--- src/rtl/capture_sequencer.sv ---
// Logic-analyzer acquisition sequencer: prescaled sample strobe, edge trigger,
// circular-buffer writes into the sample RAM and trigger-address reporting.
module capture_sequencer #(
  parameter int CHANNELS = 16,
  parameter int ADDR_W   = 10
) (
  input  logic                  clk,
  input  logic                  rst,
  input  logic                  arm,
  input  logic                  abort,
  input  logic [15:0]           prescaling_factor,
  input  logic [2*CHANNELS-1:0] trigger_kind,
  input  logic [ADDR_W-1:0]     pretrig_depth,
  input  logic [CHANNELS-1:0]   sample_in,
  output logic                  mem_we,
  output logic [ADDR_W-1:0]     mem_waddr,
  output logic [CHANNELS-1:0]   mem_wdata,
  output logic [ADDR_W-1:0]     trig_addr,
  output logic                  busy,
  output logic                  triggered,
  output logic                  done,
  output logic [2:0]            state
);

  typedef enum logic [2:0] {
    S_IDLE    = 3'd0,
    S_PRETRIG = 3'd1,
    S_WAIT    = 3'd2,
    S_POST    = 3'd3,
    S_DONE    = 3'd4
  } state_t;

  state_t                  state_q;
  logic [15:0]             eff_q;
  logic [15:0]             presc_q;
  logic [2*CHANNELS-1:0]   kind_q;
  logic [ADDR_W-1:0]       depth_q;
  logic [ADDR_W-1:0]       wptr_q;
  logic [ADDR_W-1:0]       cnt_q;
  logic [CHANNELS-1:0]     prev_q;
  logic                    prev_valid_q;
  logic                    mem_we_q;
  logic [ADDR_W-1:0]       mem_waddr_q;
  logic [CHANNELS-1:0]     mem_wdata_q;
  logic [ADDR_W-1:0]       trig_addr_q;
  logic                    triggered_q;

  logic [15:0]             eff_d;
  logic [ADDR_W-1:0]       depth_d;
  logic [ADDR_W-1:0]       post_init_d;
  logic [ADDR_W-1:0]       cnt_inc_d;
  logic                    busy_d;
  logic                    tick_d;
  logic                    hit_d;
  logic [CHANNELS-1:0]     ch_hit_d;

  // An ADDR_W-bit depth can never exceed DEPTH-1, so the clamp is implicit.
  assign eff_d       = (prescaling_factor == 16'd0) ? 16'd1 : prescaling_factor;
  assign depth_d     = pretrig_depth;
  assign post_init_d = {ADDR_W{1'b1}} - depth_q;
  assign cnt_inc_d   = cnt_q + ADDR_W'(1);

  assign busy_d = (state_q == S_PRETRIG) || (state_q == S_WAIT) || (state_q == S_POST);
  assign tick_d = busy_d && (presc_q == (eff_q - 16'd1));

  for (genvar gi = 0; gi < CHANNELS; gi++) begin : g_edge
    assign ch_hit_d[gi] = (kind_q[2*gi]   & ~prev_q[gi] &  sample_in[gi]) |
                          (kind_q[2*gi+1] &  prev_q[gi] & ~sample_in[gi]);
  end

  // With no edge kinds enabled, the first sample that has a predecessor triggers.
  assign hit_d = prev_valid_q && ((kind_q == '0) || (|ch_hit_d));

  always_ff @(posedge clk or posedge rst) begin
    if (rst) begin
      state_q      <= S_IDLE;
      eff_q        <= '0;
      presc_q      <= '0;
      kind_q       <= '0;
      depth_q      <= '0;
      wptr_q       <= '0;
      cnt_q        <= '0;
      prev_q       <= '0;
      prev_valid_q <= 1'b0;
      mem_we_q     <= 1'b0;
      mem_waddr_q  <= '0;
      mem_wdata_q  <= '0;
      trig_addr_q  <= '0;
      triggered_q  <= 1'b0;
    end else begin
      mem_we_q <= 1'b0;
      if (abort) begin
        state_q     <= S_IDLE;
        triggered_q <= 1'b0;
      end else if (arm && (state_q == S_IDLE || state_q == S_DONE)) begin
        eff_q        <= eff_d;
        kind_q       <= trigger_kind;
        depth_q      <= depth_d;
        presc_q      <= '0;
        wptr_q       <= '0;
        cnt_q        <= '0;
        triggered_q  <= 1'b0;
        prev_valid_q <= 1'b0;
        state_q      <= (depth_d == '0) ? S_WAIT : S_PRETRIG;
      end else if (busy_d) begin
        presc_q <= tick_d ? 16'd0 : presc_q + 16'd1;
        if (tick_d) begin
          mem_we_q     <= 1'b1;
          mem_waddr_q  <= wptr_q;
          mem_wdata_q  <= sample_in;
          wptr_q       <= wptr_q + ADDR_W'(1);
          prev_q       <= sample_in;
          prev_valid_q <= 1'b1;
          case (state_q)
            S_PRETRIG: begin
              cnt_q <= cnt_inc_d;
              if (cnt_inc_d == depth_q) state_q <= S_WAIT;
            end
            S_WAIT: begin
              if (hit_d) begin
                trig_addr_q <= wptr_q;
                triggered_q <= 1'b1;
                cnt_q       <= post_init_d;
                state_q     <= (post_init_d == '0) ? S_DONE : S_POST;
              end
            end
            S_POST: begin
              cnt_q <= cnt_q - ADDR_W'(1);
              if (cnt_q == ADDR_W'(1)) state_q <= S_DONE;
            end
            default: ;
          endcase
        end
      end
    end
  end

  assign mem_we    = mem_we_q;
  assign mem_waddr = mem_waddr_q;
  assign mem_wdata = mem_wdata_q;
  assign trig_addr = trig_addr_q;
  assign triggered = triggered_q;
  assign busy      = busy_d;
  assign done      = (state_q == S_DONE);
  assign state     = state_q;

endmodule

--- config.mk ---
export PLATFORM = sky130hd
export DESIGN_NAME = capture_sequencer
export DESIGN_NICKNAME = d
export VERILOG_FILES = /design/src/rtl/capture_sequencer.sv
export SDC_FILE = /design/constraint.sdc
export NUM_CORES = 1
export LEC_CHECK = 0
export CAP_MARGIN = 20
export CORE_MARGIN = 10
export CORE_UTILIZATION = 54
export DETAILED_ROUTE_END_ITERATION = 16
export PLACE_DENSITY = 0.77
export SYNTH_ARGS = -nofsm -noshare
export SYNTH_HDL_FRONTEND = slang
export SYNTH_SLANG_ARGS = --single-unit
--- constraint.sdc ---
create_clock -name clk -period 5.6 [get_ports clk]
set_input_delay 1.12 -clock clk [delete_from_list [all_inputs] [get_ports clk]]
set_output_delay 1.12 -clock clk [all_outputs]
set_load 0.01 [all_outputs]
# Yosys cells after proc, flatten, opt, wreduce, memory -nomap -nowiden

Index checks and enable logic that the tools add are counted.

Mux-type cells: 35
Equality and inequality tests: 11
$add $sub $neg: 6
Bitwise logic cells: 114
Reductions and logical operators: 29

Operators with widths:

| kind                   | number |
|---|---|
| $mux 10                | 7 |
| $and 1x1->1            | 64 |
| $mux 16                | 4 |
| $not 1->1              | 34 |
| $logic_not 32->1       | 1 |
| $pmux 10 s3            | 1 |
| $mux 3                 | 8 |
| $add 10x1->10 const B  | 2 |
| $logic_not 10->1       | 2 |
| $add 16x1->16 const B  | 1 |
| $eq 16x16->1           | 1 |
| $logic_not 16->1       | 1 |
| $or 1x1->1             | 16 |
| $reduce_or 16->1       | 1 |
| $sub 16x1->16 const B  | 1 |
| $mux 1                 | 13 |
| $reduce_and 6->1       | 2 |
| $reduce_bool 3->1      | 4 |
| $eq 10x1->1 const B    | 1 |
| $eq 10x10->1           | 1 |
| $sub 10x1->10 const B  | 1 |
| $sub 10x10->10 const A | 1 |
| $pmux 3 s3             | 1 |
| $ne 4x2->1 const B     | 2 |
| other kinds (16)       | 25 |

Output and inout bits: 43
Input port bits: 78
Register bits after elaboration: 136

# Depth between registers and ports, before layout

Gate-level depths: netlist of the first run.

Word-level depth: 13
Depth in mapped cells: 12

# Worst setup path after synthesis of the first run

OpenSTA, ideal clock, no wires.

Kind: register -> register
Start: reg eff_q[0]
End: reg mem_waddr_q[3] (netlist: mem_waddr[3])
Clock period less this slack: 3.248 ns
Setup slack: 2.352 ns
Cell stages (with the launch flop): 12
Arrival time: 3.120 ns
Setup time: 0.128 ns
Data required time: 5.472 ns
Path through: dfrtp_1 -> inv_1 -> ha_1 -> or4b_4 -> or4_1 -> a211oi_2 -> o2111ai_1 -> nor4b_2 -> and4_1 -> buf_4 -> buf_6 -> mux2_1

Cells in the longest elaborated chain, start to end: 4

RTL lines:

| what                       | line | text |
|---|---|---|
| from (decl)                | 34   | `logic [15:0] eff_q;` |
| from (signal assigned)     | 77   | `eff_q <= '0;` |
| from (signal assigned)     | 96   | `eff_q <= eff_d;` |
| $sub 16x1->16              | 64   | `assign tick_d = busy_d && (presc_q == (eff_q - 16'd1));` |
| $eq 16x16->1               | 64   |  |
| $logic_and 1x1->1          | 64   |  |
| $reduce_and 4->1 (no line) | -    |  |
| to (signal assigned)       | 109  | `mem_waddr_q <= wptr_q;` |
| to (decl)                  | 43   | `logic [ADDR_W-1:0] mem_waddr_q;` |

No other way between the ends.
A chain may end at the register's enable or synchronous reset.

# Final worst setup path of the first run

Start: in sample_in[11]
End: reg trig_addr_q[9] (netlist: trig_addr[9])

Cells in the longest elaborated chain, start to end: 7
Elaborated cells between the ends (all ways): 8

RTL lines:

| what                         | line | text |
|---|---|---|
| from (decl)                  | 14   | `input logic [CHANNELS-1:0] sample_in,` |
| $not 1->1                    | 68   | `(kind_q[2*gi+1] & prev_q[gi] & ~sample_in[gi]);` |
| $and 1x1->1                  | 68   |  |
| $or 1x1->1 *                 | 67   | `assign ch_hit_d[gi] = (kind_q[2*gi] & ~prev_q[gi] & sample_in[gi]) \|` |
| $reduce_or 16->1 *           | 72   | `assign hit_d = prev_valid_q && ((kind_q == '0) \|\| (\|ch_hit_d));` |
| $logic_or 1x1->1 *           | 72   |  |
| $logic_and 1x1->1 *          | 72   |  |
| $reduce_and 6->1 (no line) * | -    |  |
| to (signal assigned)         | 121  | `trig_addr_q <= wptr_q;` |
| to (decl)                    | 45   | `logic [ADDR_W-1:0] trig_addr_q;` |

Mark *: on every way between the ends. The rest lies on a longest branch, timed or not.

==> flow_summary.json, run 1 <==
{
  "wl_per_cell_um": 20.2,
  "rsz0062_at_grt": "no",
  "portBuffers": 120,
  "cts_hold_buf": 0,
  "num_vias": 6108,
  "static-leakage-power_nw": 3.87,
  "tightest_slew_ps": 1140,
  "synth_flop_cell": "dfrtp_1",
  "clk_pin_slew_ps": 60,
  "async_flop_share": 1.00,
  "highest_layer": "met4",
  "dieArea_sq_um": 18900,
  "grt_max_degree": 69,
  "intPower_mw": 2.54,
  "antenna_found_initial": 0,
  "setup_violations": 0,
  "place_congestion": 0.877,
  "multiInputGateArea_sq_um": 3790,
  "slew-limit-headroom": 0.228,
  "via_per_inst": 6.07,
  "fin_nets": 902,
  "tns_ps": 0,
  "synth.distinct_cells": 71,
  "synthTopCellsByArea": "dfrtp_1, mux2_2, mux2_1, xnor2_1, nand2_1",
  "end_kind": "flop",
  "fin_crit_ps": 4100,
  "clock_latency_ps": 430,
  "min_to": "mem_waddr[6]",
  "crit_chain": "clkdlybuf4s50_1 -> nand3b_1 -> o21ai_0 -> or4_1 -> o41ai_1 -> nor3_1 -> nand3_1 -> mux2_2",
  "clock-root-buffer": "clkbuf_16",
  "post_cts.repair.setup_buffers": 0,
  "dr.pass1.iters": 5,
  "setup_ws_ps": 1500,
  "synth.most_common_cell": "dfrtp_1",
  "drt_iter0_drc": 572,
  "synth-simple-area-share": 0.201,
  "track_usage": 0.221,
  "drc_errors": 0,
  "synthTopCellsByCount": "dfrtp_1, mux2_2, nand2_1",
  "finalCritPeriodShare": 0.731,
  "switching_share": 0.371,
  "cts_tree": "done",
  "antenna_cells": 0,
  "slew_viol_final": 0,
  "dp_hpwl_um": 14700,
  "slowest_delay_ps": 1020,
  "cts_buffers": 17,
  "required_ps": 5910,
  "ant_nets": 0,
  "die_w_um": 137,
  "pwr-share-comb": 0.322,
  "rr_startpoint": "eff_q[0]",
  "grt_pass1_wl_um": 33000,
  "syn_area_per_cell_sq_um": 10.4,
  "ys_ff_latch": 136,
  "r2r-end": "wptr_q[7]",
  "post_cts_resized": 0,
  "io_pins": 121,
  "reg2reg_depth": 10,
  "seq_area_sq_um": 3400,
  "fmax_mhz": 244,
  "finClkSkew_ps": 14.1,
  "synth_mux_area_frac": 0.145,
  "syn_area_sq_um": 7430,
  "critPathSlowestCell": "o41ai_1",
  "start_util": 0.557,
  "grt_overflow": 0,
  "grt_pass1_vias": 6340,
  "min_path_cells": 1,
  "cp.arrival_ps": 4410,
  "synthXorXnorAreaFrac": 0.0554,
  "p_clk_frac": 0.271,
  "seqPwrFrac": 0.406,
  "worst_setup_path_start_kind": "input port",
  "dp_slack_ps": 1110,
  "routed_wl_um": 20300,
  "status": "finished clean",
  "chipHeight_um": 137,
  "hold_path_class": "flop to flop",
  "rows": 42,
  "wl_met1_um": 8610,
  "p_per_area_nw_per_um2": 435,
  "peakVddDrop_v": 0.000271,
  "clock-sinks": 136,
  "netlist_instances": 712,
  "synth-edff-count": 0,
  "placed_area_sq_um": 8710,
  "worstHoldStart": "mem_waddr[6]",
  "worstSetupPathType": "input port to flop",
  "core_area_sq_um": 13300,
  "final_area_sq_um": 9290,
  "yosys_warnings": 0,
  "met2_length_um": 10000,
  "synth_nets": 796,
  "h-tree-depth": 4,
  "ys_seq_area_frac": 0.458,
  "fill_cells": 995,
  "cts_buffer_depth": 2,
  "switchingPower_mw": 1.50,
  "synth_compound_area_frac": 0.0965,
  "synth_top_family_by_area": "simple AND/OR/NAND/NOR gates",
  "yosysTopAreaCellShare": 0.458,
  "drive_above_1_share": 0.142,
  "rrSetupSlack_ps": 1510,
  "synth_top_cell_by_area": "dfrtp_1",
  "area_delta_synth_final_pct": 25.0,
  "report.final.hold_viol_count": 0,
  "drv_cap": 0,
  "route.met3.wl_um": 1380,
  "cp_max_fo": 10,
  "synthAdderAreaFrac": 0.0114
}
## cells in the final DEF, fill, tap and decap left out, types with 6 or more instances in the layout
| master | Yosys | final |
|---|---|---|
| a211oi_1 | 7 | 7 |
| nand2b_1 | 8 | 8 |
| o22ai_1 | 6 | 6 |
| mux2_2 | 63 | 63 |
| o21ai_1 | 7 | 7 |
| nor2_1 | 47 | 46 |
| nor2b_1 | 7 | 7 |
| a31oi_1 | 7 | 7 |
| o21ai_0 | 25 | 25 |
| nor3_1 | 19 | 19 |
| nor4_1 | 22 | 22 |
| and2_1 | 6 | 6 |
| xor2_1 | 19 | 19 |
| ha_1 | 6 | 6 |
| nand3_1 | 18 | 18 |
| nand2_1 | 53 | 53 |
| nand3b_1 | 20 | 20 |
| clkbuf_16 | 0 | 17 |
| inv_1 | 15 | 14 |
| mux2_1 | 28 | 28 |
| xnor2_1 | 28 | 28 |
| dfrtp_1 | 136 | 136 |
| a21oi_1 | 14 | 14 |
| clkdlybuf4s50_1 | 0 | 120 |
| nand4_1 | 20 | 20 |
| and3_1 | 10 | 10 |
## logic make-up (layout without fill, tap and decap cells)
logic type	Yosys count	in the layout
compound gates	107	107
mux	96	96
fa+ha+maj	7	7
flops	136	136
simple gates	266	266
buf+inv	53	172
xor+xnor	47	47
## state kept, by name, indices dropped and copies added, names as in the netlist
| register | flops |
|---|---|
| triggered | 1 |
| prev_valid_q | 1 |
| cnt_q | 10 |
| mem_we | 1 |
| kind_q | 32 |
| eff_q | 16 |
| state | 3 |
| mem_wdata | 16 |
| wptr_q | 10 |
| mem_waddr | 10 |
| depth_q | 10 |
| trig_addr | 10 |
| presc_q | 16 |
## metal layers
layer,up-vias,track usage
met3,32,0.0637
li1,2833,-
met5,-,0
met4,0,0.0708
met2,209,0.362
met1,3034,0.275
## power groups by stage
stage                     combinational, mW  sequential (mW)  clock [mW]
after floorplan                        1.03             1.48           0
after CTS                              1.30             1.63        1.11
after global placement                 1.24             1.63           0
final                                  1.30             1.64        1.10
after detailed placement               1.28             1.64           0
after global routing                   1.43             1.68        1.15
## worst max path at each step
stage	end	slack, ps	depth (start not counted)	start
2_1_floorplan	cnt_q[0]	840	1	rst
3_3_place_gp	trig_addr[2]	1310	8	sample_in[11]
3_5_place_dp	trig_addr[1]	1110	8	sample_in[11]
4_1_cts	wptr_q[7]	1500	10	eff_q[0]
5_1_grt	wptr_q[7]	1240	10	eff_q[0]
6_report	trig_addr[9]	1500	8	sample_in[11]
## worst max-delay path: cells and delay by family
family / cells / cell delay (ps)
AOI/OAI and AO/OA: 2 / 1120
buffers and inverters: 1 / 430
muxes: 1 / 400
and+or+nand+nor: 4 / 1320
## through the flow
stage,hold WS (ps),power (mW),cells,util
finish,484,4.04,1007,0.696
global route,515,4.27,1007,0.696
CTS,490,4.03,1007,0.696
detailed placement,475,2.92,975,0.653
global placement,473,2.87,975,0.653
floorplan,449,2.51,712,-
## layout make-up
type,instances,share of cell area
clock buffer,18,0.0473
clock inverter,14,0.0148
multi-input combinational,523,0.408
tap,176,0.0237
inverter,15,0.00633
sequential,136,0.366
timing repair buffer,125,0.133
Power figures use the tool's default switching activity.
==> run 2: changes to the inputs <==
CORE_UTILIZATION = 49   (was 54)
PLACE_DENSITY = 0.73   (was 0.77)
clock period = 3.7 ns   (was 5.6 ns; I/O delays follow)
==> run 2 against run 1 <==
- cell count increased by 1.9%
- non-clock buffer count grew 11
- register-to-register slack worse by 1300 ps
- total power rose by 54%
- combinational power rose by 59%
- sequential cell count did not move
- core utilization shrank 5.1 points
- clock-buffer cell count is 1 higher
- highest routed layer unchanged
- final area grew 2.1%
- die area grew 8.7%
- global-route usage down 2.1 points
- clock skew is 3.7 ps lower
- critical endpoint is now mem_wdata[15]
==> flow_summary.json, run 2 (same netlist as run 1, synthesis figures left out) <==
{
  "clk_pin_slew_ps": 60,
  "wl_met1_um": 8470,
  "routed_wl_um": 20200,
  "route.met3.wl_um": 1560,
  "cts_buffers": 17,
  "rows": 44,
  "crit_cells": 10,
  "drive_above_1_share": 0.152,
  "p_clk_frac": 0.282,
  "grt_max_degree": 137,
  "switching_share": 0.357,
  "via_per_inst": 5.98,
  "fin_crit_ps": 3510,
  "layout_common_cells": "dfrtp_1, clkdlybuf4s50_1, mux2_2, nand2_1, nor2_1",
  "highest_layer": "met4",
  "hold_path_class": "flop to flop",
  "crit_buf_inv": 2,
  "crit_chain": "inv_1 -> ha_1 -> or4b_4 -> or4_1 -> a211oi_2 -> o2111ai_1 -> nor4b_2 -> and4_4 -> buf_12 -> mux2_1",
  "required_ps": 4000,
  "core_area_sq_um": 14700,
  "chipHeight_um": 143,
  "placed_area_sq_um": 8840,
  "clock_latency_ps": 430,
  "io_pins": 121,
  "tightest_slew_ps": 735,
  "slew-limit-headroom": 0.510,
  "grt_overflow": 0,
  "pwr-share-comb": 0.332,
  "drt_iter0_drc": 465,
  "wl_per_cell_um": 19.7,
  "switchingPower_mw": 2.23,
  "drc_errors": 0,
  "cp_max_fo": 21,
  "die_w_um": 143,
  "dieArea_sq_um": 20500,
  "fmax_mhz": 285,
  "fin_nets": 913,
  "status": "finished clean",
  "seqPwrFrac": 0.386,
  "fill_cells": 1121,
  "cts_tree": "done",
  "layout_commonest_cell": "dfrtp_1",
  "num_vias": 6134,
  "antenna_cells": 0,
  "ant_nets": 0,
  "intPower_mw": 4.01,
  "rrSetupSlack_ps": 190,
  "dp_hpwl_um": 14500,
  "slew_viol_final": 0,
  "finalCritPeriodShare": 0.948,
  "place_congestion": 0.947,
  "tns_ps": 0,
  "grt_pass1_vias": 6344,
  "p_per_area_nw_per_um2": 658,
  "h-tree-depth": 4,
  "critPathSlowestCell": "or4b_4",
  "clock-root-buffer": "clkbuf_16",
  "rsz0062_at_grt": "no",
  "largest-register": "kind_q",
  "met2_length_um": 9860,
  "track_usage": 0.199,
  "min_path_cells": 1,
  "cts_hold_buf": 0,
  "multiInputGateArea_sq_um": 3790,
  "worst_setup_path_start_kind": "flop",
  "antenna_found_initial": 0,
  "portBuffers": 120,
  "drv_cap": 0,
  "peakVddDrop_v": 0.000366,
  "finClkSkew_ps": 10.4,
  "report.final.hold_viol_count": 0,
  "largest_reg_flops": 32,
  "static-leakage-power_nw": 3.97,
  "crit_family": "simple AND/OR/NAND/NOR gates",
  "reg2reg_depth": 10,
  "clock-sinks": 136,
  "slowest_delay_ps": 520,
  "setup_violations": 0,
  "worstSetupPathType": "flop to flop",
  "end_kind": "flop",
  "final_area_sq_um": 9490,
  "dr.pass1.iters": 5,
  "grt_pass1_wl_um": 32900,
  "cts_buffer_depth": 2,
  "cp.arrival_ps": 3800,
  "area_delta_synth_final_pct": 27.6,
  "start_util": 0.506,
  "seq_area_sq_um": 3400
}
run 2: through the flow:
step                hold WS, ps  total power, mW  setup WS (ps)  instances  utilization
finish                      485             6.24            193       1026        0.645
global route                512             6.61           24.3       1026        0.645
CTS                         486             6.24           90.3       1024        0.643
detailed placement          470             4.46            130        992        0.602
global placement            471             4.37            174        992        0.602
floorplan                   449             3.80            452        712            -
run 2: power groups by stage:
stage	Sequential, mW	Combinational, mW	Clock [mW]
after floorplan	2.24	1.56	0
after global placement	2.39	1.98	0
after detailed placement	2.42	2.05	0
after CTS	2.40	2.07	1.78
after global routing	2.47	2.29	1.85
final	2.41	2.07	1.76
run 2: repair_timing:
| item | CTS | global route |
|---|---|---|
| gates resized for setup | 0 | 1 |
| setup endpoints to repair | 0 | 30 |
| buffers inserted | 0 | 1 |
run 2: final timing paths:
path | startpoint | to
max | eff_q[0] | mem_wdata[15]
min | prev_valid_q | prev_valid_q
max reg2reg | eff_q[0] | mem_wdata[15]
min reg2reg | prev_valid_q | prev_valid_q
max in group asynchronous | rst | depth_q[0]
min in group asynchronous | rst | kind_q[25]
run 2: layout make-up:
class,count,area share
multi-input combinational,523,0.400
timing repair buffer,136,0.146
clock inverter,13,0.0174
inverter,15,0.00633
clock buffer,19,0.0467
tap,184,0.0243
sequential,136,0.359
run 2: routing by layer:
metal	GRT usage	vias to the layer above
li1	-	2849
met1	0.242	3036
met5	0	-
met2	0.328	220
met4	0.0603	0
met3	0.0677	29
run 2: worst reg2reg max path, cell delays in order, from the launching register on:
cell and delay, ps:
dfrtp_1 420, inv_1 80, ha_1 210, or4b_4 520
or4_1 500, a211oi_2 270, o2111ai_1 180, nor4b_2 310
and4_4 320, buf_12 190, mux2_1 360
==> run 3: changes to the inputs <==
CORE_ASPECT_RATIO = 0.5   (was not set)
==> run 3 against run 2 <==
- first-iteration DRC count decreased by 8.2%
- highest routed layer unchanged
- register-to-register slack is essentially flat
- sequential share of layout area is 0.25 points lower
- critical endpoint is now mem_wdata[6]
- critical path depth did not move
- sequential power barely moved
- sequential cell count unchanged
- clock power about the same
- cell count increased by 1.9%
- via count is 0.39% lower
- maximum frequency about the same
==> flow_summary.json, run 3 (same netlist as run 1, synthesis figures left out) <==
{
  "start_util": 0.507,
  "core_area_sq_um": 14700,
  "antenna_cells": 0,
  "cts_buffers": 17,
  "setup_violations": 0,
  "ant_nets": 0,
  "peakVddDrop_v": 0.000316,
  "static-leakage-power_nw": 3.99,
  "slew_viol_final": 0,
  "cp.arrival_ps": 3800,
  "dp_hpwl_um": 14600,
  "antenna_found_initial": 0,
  "clk_pin_slew_ps": 60,
  "grt_pass1_wl_um": 32900,
  "area_delta_synth_final_pct": 28.6,
  "cp_max_fo": 21,
  "fill_cells": 1151,
  "grt_overflow": 0,
  "drv_cap": 0,
  "final_area_sq_um": 9550,
  "h-tree-depth": 4,
  "drive_above_1_share": 0.158,
  "num_vias": 6110,
  "reg2reg_depth": 10,
  "drt_iter0_drc": 427,
  "rr_startpoint": "eff_q[0]",
  "clock-root-buffer": "clkbuf_16",
  "clock_latency_ps": 410,
  "clock-sinks": 136,
  "dieArea_sq_um": 20800,
  "fin_nets": 918,
  "hold_path_class": "flop to flop",
  "largest_reg_flops": 32,
  "cts_tree": "done",
  "die_w_um": 194,
  "setup_ws_ps": 190,
  "worstSetupPathType": "flop to flop",
  "wl_per_cell_um": 19.2,
  "via_per_inst": 5.85,
  "largest-register": "kind_q",
  "layout_commonest_cell": "dfrtp_1",
  "grt_pass1_vias": 6202,
  "cp-endpoint": "mem_wdata[6]",
  "slew-limit-headroom": 0.492,
  "portBuffers": 120,
  "drc_errors": 0,
  "rsz0062_at_grt": "no",
  "p_per_area_nw_per_um2": 652,
  "chipHeight_um": 107,
  "finalCritPeriodShare": 0.949,
  "track_usage": 0.191,
  "placed_area_sq_um": 8900,
  "dr.pass1.iters": 5,
  "status": "finished clean",
  "r2r-end": "mem_wdata[6]",
  "tns_ps": 0,
  "fmax_mhz": 285,
  "tightest_slew_ps": 762,
  "cts_buffer_depth": 2,
  "required_ps": 3990,
  "fin_crit_ps": 3510,
  "layout_common_cells": "dfrtp_1, clkdlybuf4s50_1, mux2_2, nand2_1, nor2_1",
  "routed_wl_um": 20000,
  "grt_max_degree": 137,
  "end_kind": "flop",
  "finClkSkew_ps": 13.0,
  "place_congestion": 0.924,
  "io_pins": 121,
  "rows": 31,
  "fin_util": 0.652,
  "dp_slack_ps": 109,
  "rrSetupSlack_ps": 190,
  "report.final.hold_viol_count": 0,
  "worst_setup_path_start_kind": "flop",
  "cp-startpoint": "eff_q[0]"
}
==> run 3: cell types whose count changed in the layout (fill, tap and decap cells not counted) <==
cell / delta
nand2_2: +1
clkbuf_1: +1
buf_12: +1
clkinvlp_4: +1
ha_1: -1
clkinv_4: +1
clkinv_2: -1
clkbuf_8: -1
inv_8: +1
buf_4: +4
inv_6: -2
nand2_1: -1
ha_2: +1
==> run 3: metal layers <==
layer | vias up | part of all wire | track usage
met3 | 31 | 0.073 | 0.0575
li1 | 2854 | - | -
met5 | - | 0 | 0
met1 | 3026 | 0.45 | 0.244
met4 | 0 | 0.015 | 0.0469
met2 | 199 | 0.47 | 0.311
==> run 3: worst max-delay path: stages, from the launching register on <==
cell,delay [ps]
dfrtp_1,420
inv_1,80
ha_2,200
or4b_4,500
or4_1,510
a211oi_2,270
o2111ai_1,180
nor4b_2,350
and4_4,340
buf_12,190
mux2_1,340
==> run 3: worst min path at each step <==
stage | from | to | slack, ps | cells after the start
floorplan | prev_valid_q | prev_valid_q | 450 | 1
global placement | mem_waddr[2] | mem_waddr[2] | 470 | 1
detailed placement | prev_valid_q | prev_valid_q | 480 | 1
CTS | mem_waddr[6] | mem_waddr[6] | 500 | 1
global route | trig_addr[0] | trig_addr[0] | 510 | 1
finish | mem_waddr[5] | mem_waddr[5] | 490 | 1
==> run 3: through the flow <==
step	cells	power (mW)	hold slack [ps]
2_1_floorplan	712	3.80	449
3_3_place_gp	1010	4.39	472
3_5_place_dp	1010	4.47	479
4_1_cts	1042	6.23	496
5_1_grt	1045	6.61	512
6_report	1045	6.23	492
==> run 3: area by class of cell <==
cell class                      count  area [sq um]  share of cell area
Clock buffer                       19           433              0.0453
Clock inverter                     13           170              0.0178
Inverter                           15          60.1             0.00629
Multi-Input combinational cell    523          3800               0.398
Sequential cell                   136          3400               0.356
Tap cell                          198           248              0.0259
Timing Repair Buffer              141          1440               0.151
==> run 3: repair_timing <==
item / in CTS / in global routing
hold buffers: 0 / 0
setup endpoints to repair: 0 / 34
buffers inserted: 0 / 2
gates resized for setup: 0 / 3
endpoints found under the hold margin: 0 / 0
==> run 3: power breakdown <==
group          switching (mW)  total, mW  internal [mW]
clock                   0.668       1.74           1.07
combinational            1.03       2.07           1.04
sequential              0.522       2.42           1.90
